## src/rtl/addsub_serial_pkg.sv

```systemverilog
// Shared types and constants for the digit-serial adder/subtractor.
// Latency: n/a (declarations only).
// Backpressure: n/a.
package addsub_pkg;

    typedef enum logic [1:0] {
        IDLE = 2'd0,
        RUN  = 2'd1,
        DONE = 2'd2
    } state_e;

    localparam logic MODE_ADD = 1'b0;
    localparam logic MODE_SUB = 1'b1;

    // Ceiling log2; returns 0 for n <= 1, callers clamp to a 1-bit minimum.
    function automatic int clog2(input int n);
        int r = 0;
        for (int i = 0; i < 31; i++) begin
            if ((1 << i) < n) r = i + 1;
        end
        return r;
    endfunction

endpackage

```

## src/rtl/addsub_serial_if.sv

```systemverilog
// Operand/result handshake bundle for addsub_serial.
// Latency: n/a (wiring only).
// Backpressure: IN_VALID/IN_READY on the operand side, OUT_VALID/OUT_READY on the result side.
interface addsub_serial_if #(
    parameter int WIDTH = 16
);
    logic             IN_VALID;
    logic             IN_READY;
    logic [WIDTH-1:0] A;
    logic [WIDTH-1:0] B;
    logic             MODE;
    logic             OUT_VALID;
    logic             OUT_READY;
    logic [WIDTH-1:0] S;
    logic             CO;
    logic             OV;
    logic             Z;

    // Producer of operands and consumer of results.
    modport master (
        output IN_VALID, A, B, MODE, OUT_READY,
        input  IN_READY, OUT_VALID, S, CO, OV, Z
    );

    // The arithmetic block itself.
    modport slave (
        input  IN_VALID, A, B, MODE, OUT_READY,
        output IN_READY, OUT_VALID, S, CO, OV, Z
    );
endinterface

```

## src/rtl/addsub_serial_digit.sv

```systemverilog
// One DIGIT-wide add/sub slice, reused every cycle by the serial engine.
// Latency: combinational.
// Backpressure: none.
module addsub_digit #(
    parameter int DIGIT = 4
) (
    input  logic [DIGIT-1:0] a,
    input  logic [DIGIT-1:0] b,
    input  logic             mode,
    input  logic             ci,
    output logic [DIGIT-1:0] s,
    output logic             co,
    output logic             c_msb
);
    logic [DIGIT-1:0] b_eff;

    // Subtraction inverts B here; the +1 arrives through ci on the first digit.
    assign b_eff = b ^ {DIGIT{mode}};
    assign {co, s} = {1'b0, a} + {1'b0, b_eff} + {{DIGIT{1'b0}}, ci};

    // Carry into the slice MSB, recovered from the MSB sum bit; needed for signed overflow.
    assign c_msb = s[DIGIT-1] ^ a[DIGIT-1] ^ b_eff[DIGIT-1];
endmodule

```

## src/rtl/addsub_serial.sv

```systemverilog
// Digit-serial two's-complement A+B / A-B with carry, overflow and zero flags.
// Latency: OUT_VALID rises WIDTH/DIGIT edges after the accept edge.
// Backpressure: one operation in flight; IN_READY low until the result is taken with OUT_READY.
module addsub_serial
    import addsub_pkg::*;
#(
    parameter int WIDTH = 16,
    parameter int DIGIT = 4
) (
    input  logic              CLK,
    input  logic              RST,
    addsub_serial_if.slave    bus
);
    localparam int NDIG = WIDTH / DIGIT;
    localparam int CW   = (clog2(NDIG) < 1) ? 1 : clog2(NDIG);

    if (WIDTH < 2 || DIGIT < 1 || DIGIT > WIDTH || (WIDTH % DIGIT) != 0) begin : g_bad_params
        $error("addsub_serial: illegal WIDTH/DIGIT combination");
    end

    state_e            state_q, state_d;
    logic [CW-1:0]     cnt_q, cnt_d;
    logic [WIDTH-1:0]  a_q, a_d;
    logic [WIDTH-1:0]  b_q, b_d;
    logic [WIDTH-1:0]  s_q, s_d;
    logic              mode_q, mode_d;
    logic              carry_q, carry_d;
    logic              co_q, co_d;
    logic              ov_q, ov_d;
    logic              z_q, z_d;

    logic [DIGIT-1:0]  dig_a, dig_b, dig_s;
    logic              dig_co, dig_cmsb;
    logic              last_dig;

    assign dig_a    = a_q[int'(cnt_q) * DIGIT +: DIGIT];
    assign dig_b    = b_q[int'(cnt_q) * DIGIT +: DIGIT];
    assign last_dig = (cnt_q == CW'(NDIG - 1));

    addsub_digit #(.DIGIT(DIGIT)) u_digit (
        .a     (dig_a),
        .b     (dig_b),
        .mode  (mode_q),
        .ci    (carry_q),
        .s     (dig_s),
        .co    (dig_co),
        .c_msb (dig_cmsb)
    );

    // Next-state: accept in IDLE, one digit per RUN cycle, hold result in DONE.
    always_comb begin
        state_d = state_q;
        cnt_d   = cnt_q;
        a_d     = a_q;
        b_d     = b_q;
        s_d     = s_q;
        mode_d  = mode_q;
        carry_d = carry_q;
        co_d    = co_q;
        ov_d    = ov_q;
        z_d     = z_q;
        case (state_q)
            IDLE: begin
                if (bus.IN_VALID) begin
                    a_d     = bus.A;
                    b_d     = bus.B;
                    mode_d  = bus.MODE;
                    carry_d = (bus.MODE == MODE_SUB);
                    cnt_d   = '0;
                    state_d = RUN;
                end
            end
            RUN: begin
                s_d[int'(cnt_q) * DIGIT +: DIGIT] = dig_s;
                carry_d = dig_co;
                if (last_dig) begin
                    // The last slice's MSB is the word MSB, so its carries give the flags.
                    co_d    = dig_co;
                    ov_d    = dig_cmsb ^ dig_co;
                    z_d     = ~|s_d;
                    state_d = DONE;
                end else begin
                    cnt_d = cnt_q + CW'(1);
                end
            end
            DONE: begin
                if (bus.OUT_READY) state_d = IDLE;
            end
            default: state_d = IDLE;
        endcase
    end

    // State and datapath registers; reset aborts any operation and drops any pending result.
    always_ff @(posedge CLK) begin
        if (RST) begin
            state_q <= IDLE;
            cnt_q   <= '0;
            a_q     <= '0;
            b_q     <= '0;
            s_q     <= '0;
            mode_q  <= 1'b0;
            carry_q <= 1'b0;
            co_q    <= 1'b0;
            ov_q    <= 1'b0;
            z_q     <= 1'b0;
        end else begin
            state_q <= state_d;
            cnt_q   <= cnt_d;
            a_q     <= a_d;
            b_q     <= b_d;
            s_q     <= s_d;
            mode_q  <= mode_d;
            carry_q <= carry_d;
            co_q    <= co_d;
            ov_q    <= ov_d;
            z_q     <= z_d;
        end
    end

    assign bus.IN_READY  = (state_q == IDLE);
    assign bus.OUT_VALID = (state_q == DONE);
    assign bus.S         = s_q;
    assign bus.CO        = co_q;
    assign bus.OV        = ov_q;
    assign bus.Z         = z_q;
endmodule
```

## src/flat_wrapper.sv

```systemverilog
// flat-port wrapper written by rule: the top's interface ports become plain ports
module addsub_serial_flat import addsub_pkg::*;
#(
    parameter int WIDTH = 16,
    parameter int DIGIT = 4
)
  (CLK, RST, bus_IN_VALID, bus_A, bus_B, bus_MODE, bus_OUT_READY, bus_IN_READY, bus_OUT_VALID, bus_S, bus_CO, bus_OV, bus_Z);
  addsub_serial_if #(.WIDTH(WIDTH)) bus_i ();
  input  logic CLK;
  input  logic RST;
  input wire logic [$bits(bus_i.IN_VALID)-1:0] bus_IN_VALID;
  input wire logic [$bits(bus_i.A)-1:0] bus_A;
  input wire logic [$bits(bus_i.B)-1:0] bus_B;
  input wire logic [$bits(bus_i.MODE)-1:0] bus_MODE;
  input wire logic [$bits(bus_i.OUT_READY)-1:0] bus_OUT_READY;
  output wire logic [$bits(bus_i.IN_READY)-1:0] bus_IN_READY;
  output wire logic [$bits(bus_i.OUT_VALID)-1:0] bus_OUT_VALID;
  output wire logic [$bits(bus_i.S)-1:0] bus_S;
  output wire logic [$bits(bus_i.CO)-1:0] bus_CO;
  output wire logic [$bits(bus_i.OV)-1:0] bus_OV;
  output wire logic [$bits(bus_i.Z)-1:0] bus_Z;
  assign bus_i.IN_VALID = bus_IN_VALID;
  assign bus_i.A = bus_A;
  assign bus_i.B = bus_B;
  assign bus_i.MODE = bus_MODE;
  assign bus_i.OUT_READY = bus_OUT_READY;
  assign bus_IN_READY = bus_i.IN_READY;
  assign bus_OUT_VALID = bus_i.OUT_VALID;
  assign bus_S = bus_i.S;
  assign bus_CO = bus_i.CO;
  assign bus_OV = bus_i.OV;
  assign bus_Z = bus_i.Z;
  addsub_serial #(.WIDTH(WIDTH), .DIGIT(DIGIT)) u_core (.CLK(CLK), .RST(RST), .bus(bus_i));
endmodule
```

## config.mk

```make
export PLATFORM = sky130hd
export DESIGN_NAME = addsub_serial_flat
export DESIGN_NICKNAME = d
export VERILOG_FILES = /design/src/rtl/addsub_serial_pkg.sv /design/src/rtl/addsub_serial_if.sv /design/src/rtl/addsub_serial_digit.sv /design/src/rtl/addsub_serial.sv /design/src/flat_wrapper.sv
export SDC_FILE = /design/constraint.sdc
export NUM_CORES = 1
export LEC_CHECK = 0
export ABC_AREA = 1
export BUFFER_PORTS_ARGS = -buffer_cell sky130_fd_sc_hd__clkbuf_2
export CELL_PAD_IN_SITES_DETAIL_PLACEMENT = 1
export CELL_PAD_IN_SITES_GLOBAL_PLACEMENT = 1
export CORE_MARGIN = 5
export CORE_UTILIZATION = 39
export CTS_BUF_LIST = sky130_fd_sc_hd__clkbuf_4 sky130_fd_sc_hd__clkbuf_8 sky130_fd_sc_hd__clkbuf_16
export DETAILED_ROUTE_END_ITERATION = 12
export PLACE_DENSITY = 0.78
export SYNTH_ARGS = -nofsm -noshare
export SYNTH_HDL_FRONTEND = slang
export SYNTH_SLANG_ARGS = --single-unit
export TNS_END_PERCENT = 20
```

## constraint.sdc

```tcl
create_clock -name CLK -period 4.1 [get_ports CLK]
set_input_delay 0.82 -clock CLK [delete_from_list [all_inputs] [get_ports CLK]]
set_output_delay 0.82 -clock CLK [all_outputs]
set_load 0.1 [all_outputs]
```

* After elaboration in Yosys (flattened, before gate mapping)
Index checks and enable logic that the tools add are counted.
** Storage, ports and cells
- Bits of input ports :: 37
- Output and inout bits :: 21
- Flip-flop bits (word level) :: 57
** Cells by class
- Shifts and indexed selects :: 4
- Multiplexer cells :: 10
- Equality and inequality tests :: 7
- $add $sub $neg :: 4
- Reductions and logical operators :: 9
- Bitwise operators :: 4
** Operators with widths (count)
- 4-bit negator with 33-bit output :: 1
- 4-bit by 33-bit variable shift with 16-bit output, first input constant :: 1
- 4-bit by 33-bit variable part select with 16-bit output :: 1
- 16-bit by 5-bit variable part select with 4-bit output :: 2
- 16-bit bitwise mux :: 1
- 16-bit OR reduction :: 1
- 2-bit two-way mux :: 5
- 2-bit != test, second input constant :: 3
- 2-bit one-hot mux with 3 select lines :: 1
- 2-bit AND reduction :: 3
- 3-bit AND reduction :: 2
- 4-bit by 4-bit adder with 5-bit output :: 1
- 5-bit by 1-bit adder with 5-bit output :: 1
- 2-bit equality test, second input constant :: 2
- 2-bit one-hot mux with 2 select lines :: 1
- 4-bit XOR :: 1
- 1-bit XOR :: 3
- 2-bit by 1-bit adder with 2-bit output, second input constant :: 1
- 2-bit by 1-bit equality test with 1-bit output, second input constant :: 1
- 2-bit zero test :: 1
- 2-bit by 1-bit != test with 1-bit output, second input constant :: 1
- 1-bit one-hot mux with 2 select lines :: 1
- 2-bit nonzero test :: 1
- 1-bit zero test :: 1
- 1-bit two-way mux :: 1

* Logic depth before layout (Yosys ltp)
- Word-level depth :: 8
- Mapped depth :: 19

* Modules after synthesis
A second synthesis with hierarchy kept.
** Second synthesis, totals
- Cells, all modules :: 455
- Area total of the unflattened synthesis :: 2991.6 um2
** Modules (own cells, without submodules)
- addsub_serial :: area an instance 2711.4 um2, instances 1, cells an instance 413, seq. area each 1141.1 um2
- addsub_digit :: area an instance 280.3 um2, instances 1, cells an instance 42, seq. area each 0.0 um2

* Worst setup path after synthesis
OpenSTA, ideal clock, no wires.
- Kind :: reg-to-reg
- Start point :: reg u_core.cnt_q[0]
- End point :: reg u_core.z_q, in the netlist u_core.bus.Z
- Slack :: 1242 ps
- Clock period less this slack :: 2858 ps
- Stages on the path, launching flop included :: 19
- Arrival time :: 2787 ps
- Buffers on the path :: 3
- Required time :: 4029 ps
- Setup time :: 71 ps
- Path through :: dfxtp_1 > buf_6 > buf_6 > buf_2 > o21ai_0 > o22ai_1 > xnor2_1 > fa_1 > fa_1 > nor2_1 > nand2_1 > nand2_1 > nor2_1 > nand2_1 > nor2_1 > nand2_1 > nor2_1 > nand3_1 > a21oi_1
** On the way
- Word-level cells in the longest chain between the ends :: 8
- Elaborated cells on any way between the ends :: 13
** RTL lines
- from (decl) :: line addsub_serial.sv:22 : logic [CW-1:0] cnt_q, cnt_d;
- from (signal assigned) :: line addsub_serial.sv:108 : cnt_q <= cnt_d;
- 16-bit by 5-bit variable part select with 4-bit output :: line addsub_serial.sv:37 : assign dig_b = b_q[int'(cnt_q) * DIGIT +: DIGIT];
- 4-bit XOR :: line addsub_serial_digit.sv:18 : assign b_eff = b ^ {DIGIT{mode}};
- 4-bit by 4-bit adder with 5-bit output :: line addsub_serial_digit.sv:19 : assign {co, s} = {1'b0, a} + {1'b0, b_eff} + {{DIGIT{1'b0}}, ci};
- 5-bit by 1-bit adder with 5-bit output :: line addsub_serial_digit.sv:19
- 4-bit by 33-bit variable part select with 16-bit output :: line addsub_serial.sv:74 : s_d[int'(cnt_q) * DIGIT +: DIGIT] = dig_s;
- 16-bit bitwise mux :: line addsub_serial.sv:74
- 16-bit OR reduction :: line addsub_serial.sv:80 : z_d = ~|s_d;
- 1-bit zero test :: line addsub_serial.sv:80
- to (signal assigned) :: line addsub_serial.sv:116 : z_q <= z_d;
- to (decl) :: line addsub_serial.sv:30 : logic z_q, z_d;
Parallel ways exist; a longest one is shown, timed or not.
A chain may end at the register's enable or synchronous reset.

* Worst setup path in the final report
Same ends and word-level chain as after synthesis.

==> results.cfg <==
[run_status]
status = finished, final reports clean

[route]
wl_per_cell_um = 13.7
routed_wl_um = 8130
ant_nets = 0
firstDrtPassIters = 4
routed-via-count = 2934
remaining_drc_errors = 0
via_per_inst = 4.93
drtIter0Drc = 74

[critical_path]
crit_chain = inv_6, o21ai_0, o22ai_1, xnor2_1, fa_1, fa_1, nor2_1, nand3_1, o21ai_0, nor2_1, nand2_1, nor2_1, nand3_1, a21oi_1
worst_path_max_delay_cell = dfxtp_1
crit_buf_inv = 1
endpoint_kind = register
critPathMostFrequentCell = nor2_1
critical_path_arrival_ps = 3450
slowest_delay_ps = 720
cp_top_family = adder cells
cp-start-kind = register
crit_fanout = 21
crit_type = reg2reg
cp.required_ps = 4310

[timing]
clock.fmax_mhz = 309
final-setup-viol-count = 0
fin_crit_ps = 3240
hold_viol_final = 0
finalCritPeriodShare_pct = 79.0
grt_setup_unrepaired = no
slew_headroom_pct = 42.2
slew_violations = 0
tns_ps = 0
tightest_slew_ps = 867
fin_worst_skew_ps = 7.20

[synth]
synth.avg_cell_area_sq_um = 6.78
syn_inst = 438
async_flop_share_pct = 0
ys_seq_area_share_pct = 38.4
netlist-cell-type-count = 33
ys_ff_latch = 57
yosysTopAreaCellShare_pct = 38.4
synth_nets = 486
synthesis.area_sq_um = 2970
synth_edf_count = 0
yosysWarnings = 0
synth_top_area_cell = dfxtp_1
synth_area_leaders = dfxtp_1 (38%), nor2_1 (14%), o21ai_0 (9.6%), nand2_1 (9.0%), inv_1 (6.2%)
synth_flop_cell = dfxtp_1

[floorplanning]
die_area_sq_um = 9460
fp.dieH_um = 97.3
io-pin-count = 58
start_util_pct = 40.5
coreArea_sq_um = 7330
die_w_um = 97.3
rows = 31

[cells_and_area]
antennaDiodeCount = 0
area_delta_synth_final_pct = 19.3
finalNetCount = 539
post-route-cell-area_sq_um = 3540
final_layout_size_suffix_gt1_share_pct = 18.3

[global_routing]
grt_overflow_total = 0
grt.total_usage_pct = 17.7
antenna_found_initial = 0
grt_pass1_wl_um = 13900
grt_start_max_net_pins = 37
grt_pass1_vias = 3125

[pwr]
ir_drop_mv = 0.196
p_per_area_nw_per_um2 = 486
p_leak_nw = 1.82

[clock_tree]
cts_tree = yes
cts_setup_buffers = 0
cts-root-to-sink-buffers = 2
ctsResizeCount = 0
clock-sinks = 57
clkSlewWorstSetupHoldPaths_ps = 70
holdBufCountCts = 0
cts_made_buffers = 9
clk_latency_ps = 350
cts_max_level = 3
root_buffer = clkbuf_8

[placed_design]
place.port_buffers = 57
gp_congestion = 0.898
dpl_cell_area_sq_um = 3310
hpwl_um = 6140

[job]
cap_viol_max_count = 0

[hold_path]
hp-class = reg2reg
## per-layer routing
metal | GRT usage (%) | part of all wire [%]
met4 | 7.24 | 2.5
met2 | 32.1 | 50
met5 | 0 | 0
met1 | 19.6 | 43
met3 | 4.59 | 4.4
## kinds of logic after synthesis
kind of cell	count (synthesis)	synth area share, %
simple gates	209	28.7
compound gates	85	15.6
buf+inv	70	9.86
flops	57	38.4
fa+ha+maj	11	5.14
xor+xnor	6	2.27
## report_power, final
part / switching, mW / internal (mW)
combinational: 0.337 / 0.142
sequential: 0.0341 / 0.599
clock: 0.237 / 0.373
## per-stage QoR
stage          util (%)  total power [mW]  worst slack, ps  instances  hold WS, ps
2_1_floorplan         -              1.02             1240        438          429
3_3_place_gp       45.2              1.11             1010        579          445
3_5_place_dp       45.2              1.13              879        579          447
4_1_cts            48.3              1.74              850        595          459
5_1_grt            48.3              1.82              558        595          507
6_report           48.3              1.72              863        595          458
## Yosys cell counts (4+ instances only)
master / n
nand2_1: 71
buf_2: 8
a21oi_1: 14
nand3_1: 16
nand4_1: 4
ha_1: 9
clkbuf_1: 8
dfxtp_1: 57
nor2_1: 109
o22ai_1: 4
inv_1: 49
o21ai_0: 57
## placed cells by master, fill, tap and decap left out, drive strengths merged, types with 4 or more instances in the layout
cell type,synthesis,routed
nand3,17,17
ha,9,9
buf,11,4
dfxtp,57,57
a21oi,16,16
inv,50,50
clkbuf,8,68
nand2,73,73
nand4,4,4
o21ai,57,57
o22ai,4,4
nor2,110,110
## layout make-up
class	count	area (sq um)
sequential	57	1140
clock inverter	5	77.6
clock buffer	11	151
multi-input combinational	311	1540
fill	990	3790
timing repair buffer	61	315
inverter	51	196
tap	99	124
## worst register-to-register path: cells and delay by family, from the launching register on
family          cells  cell delay [ps]
compound gates      4              510
xor+xnor            1              150
fa+ha+maj           2              950
buf+inv             1              170
flops               1              720
simple gates        6              610
## final timing paths
| check | start | to | slack, ps | depth (start not counted) |
|---|---|---|---|---|
| worst max-delay path | u_core.cnt_q[0]$_SDFFE_PP0P_ | u_core.bus.Z$_SDFFE_PP0P_ | 860 | 14 |
| worst min-delay path | u_core.a_q[9]$_SDFFE_PP0P_ | u_core.a_q[9]$_SDFFE_PP0P_ | 460 | 2 |
| worst max register to register | u_core.cnt_q[0]$_SDFFE_PP0P_ | u_core.bus.Z$_SDFFE_PP0P_ | 860 | 14 |
| worst min register to register | u_core.a_q[9]$_SDFFE_PP0P_ | u_core.a_q[9]$_SDFFE_PP0P_ | 460 | 2 |
## sequential cells by signal, indices dropped and copies added (netlist names)
name and count:
u_core.bus.OV 1, u_core.state_q 2, u_core.mode_q 1, u_core.bus.Z 1
u_core.bus.S 16, u_core.b_q 16, u_core.cnt_q 2, u_core.a_q 16
u_core.carry_q 1, u_core.bus.CO 1
Note: power is estimated with default switching activity, not from simulation.
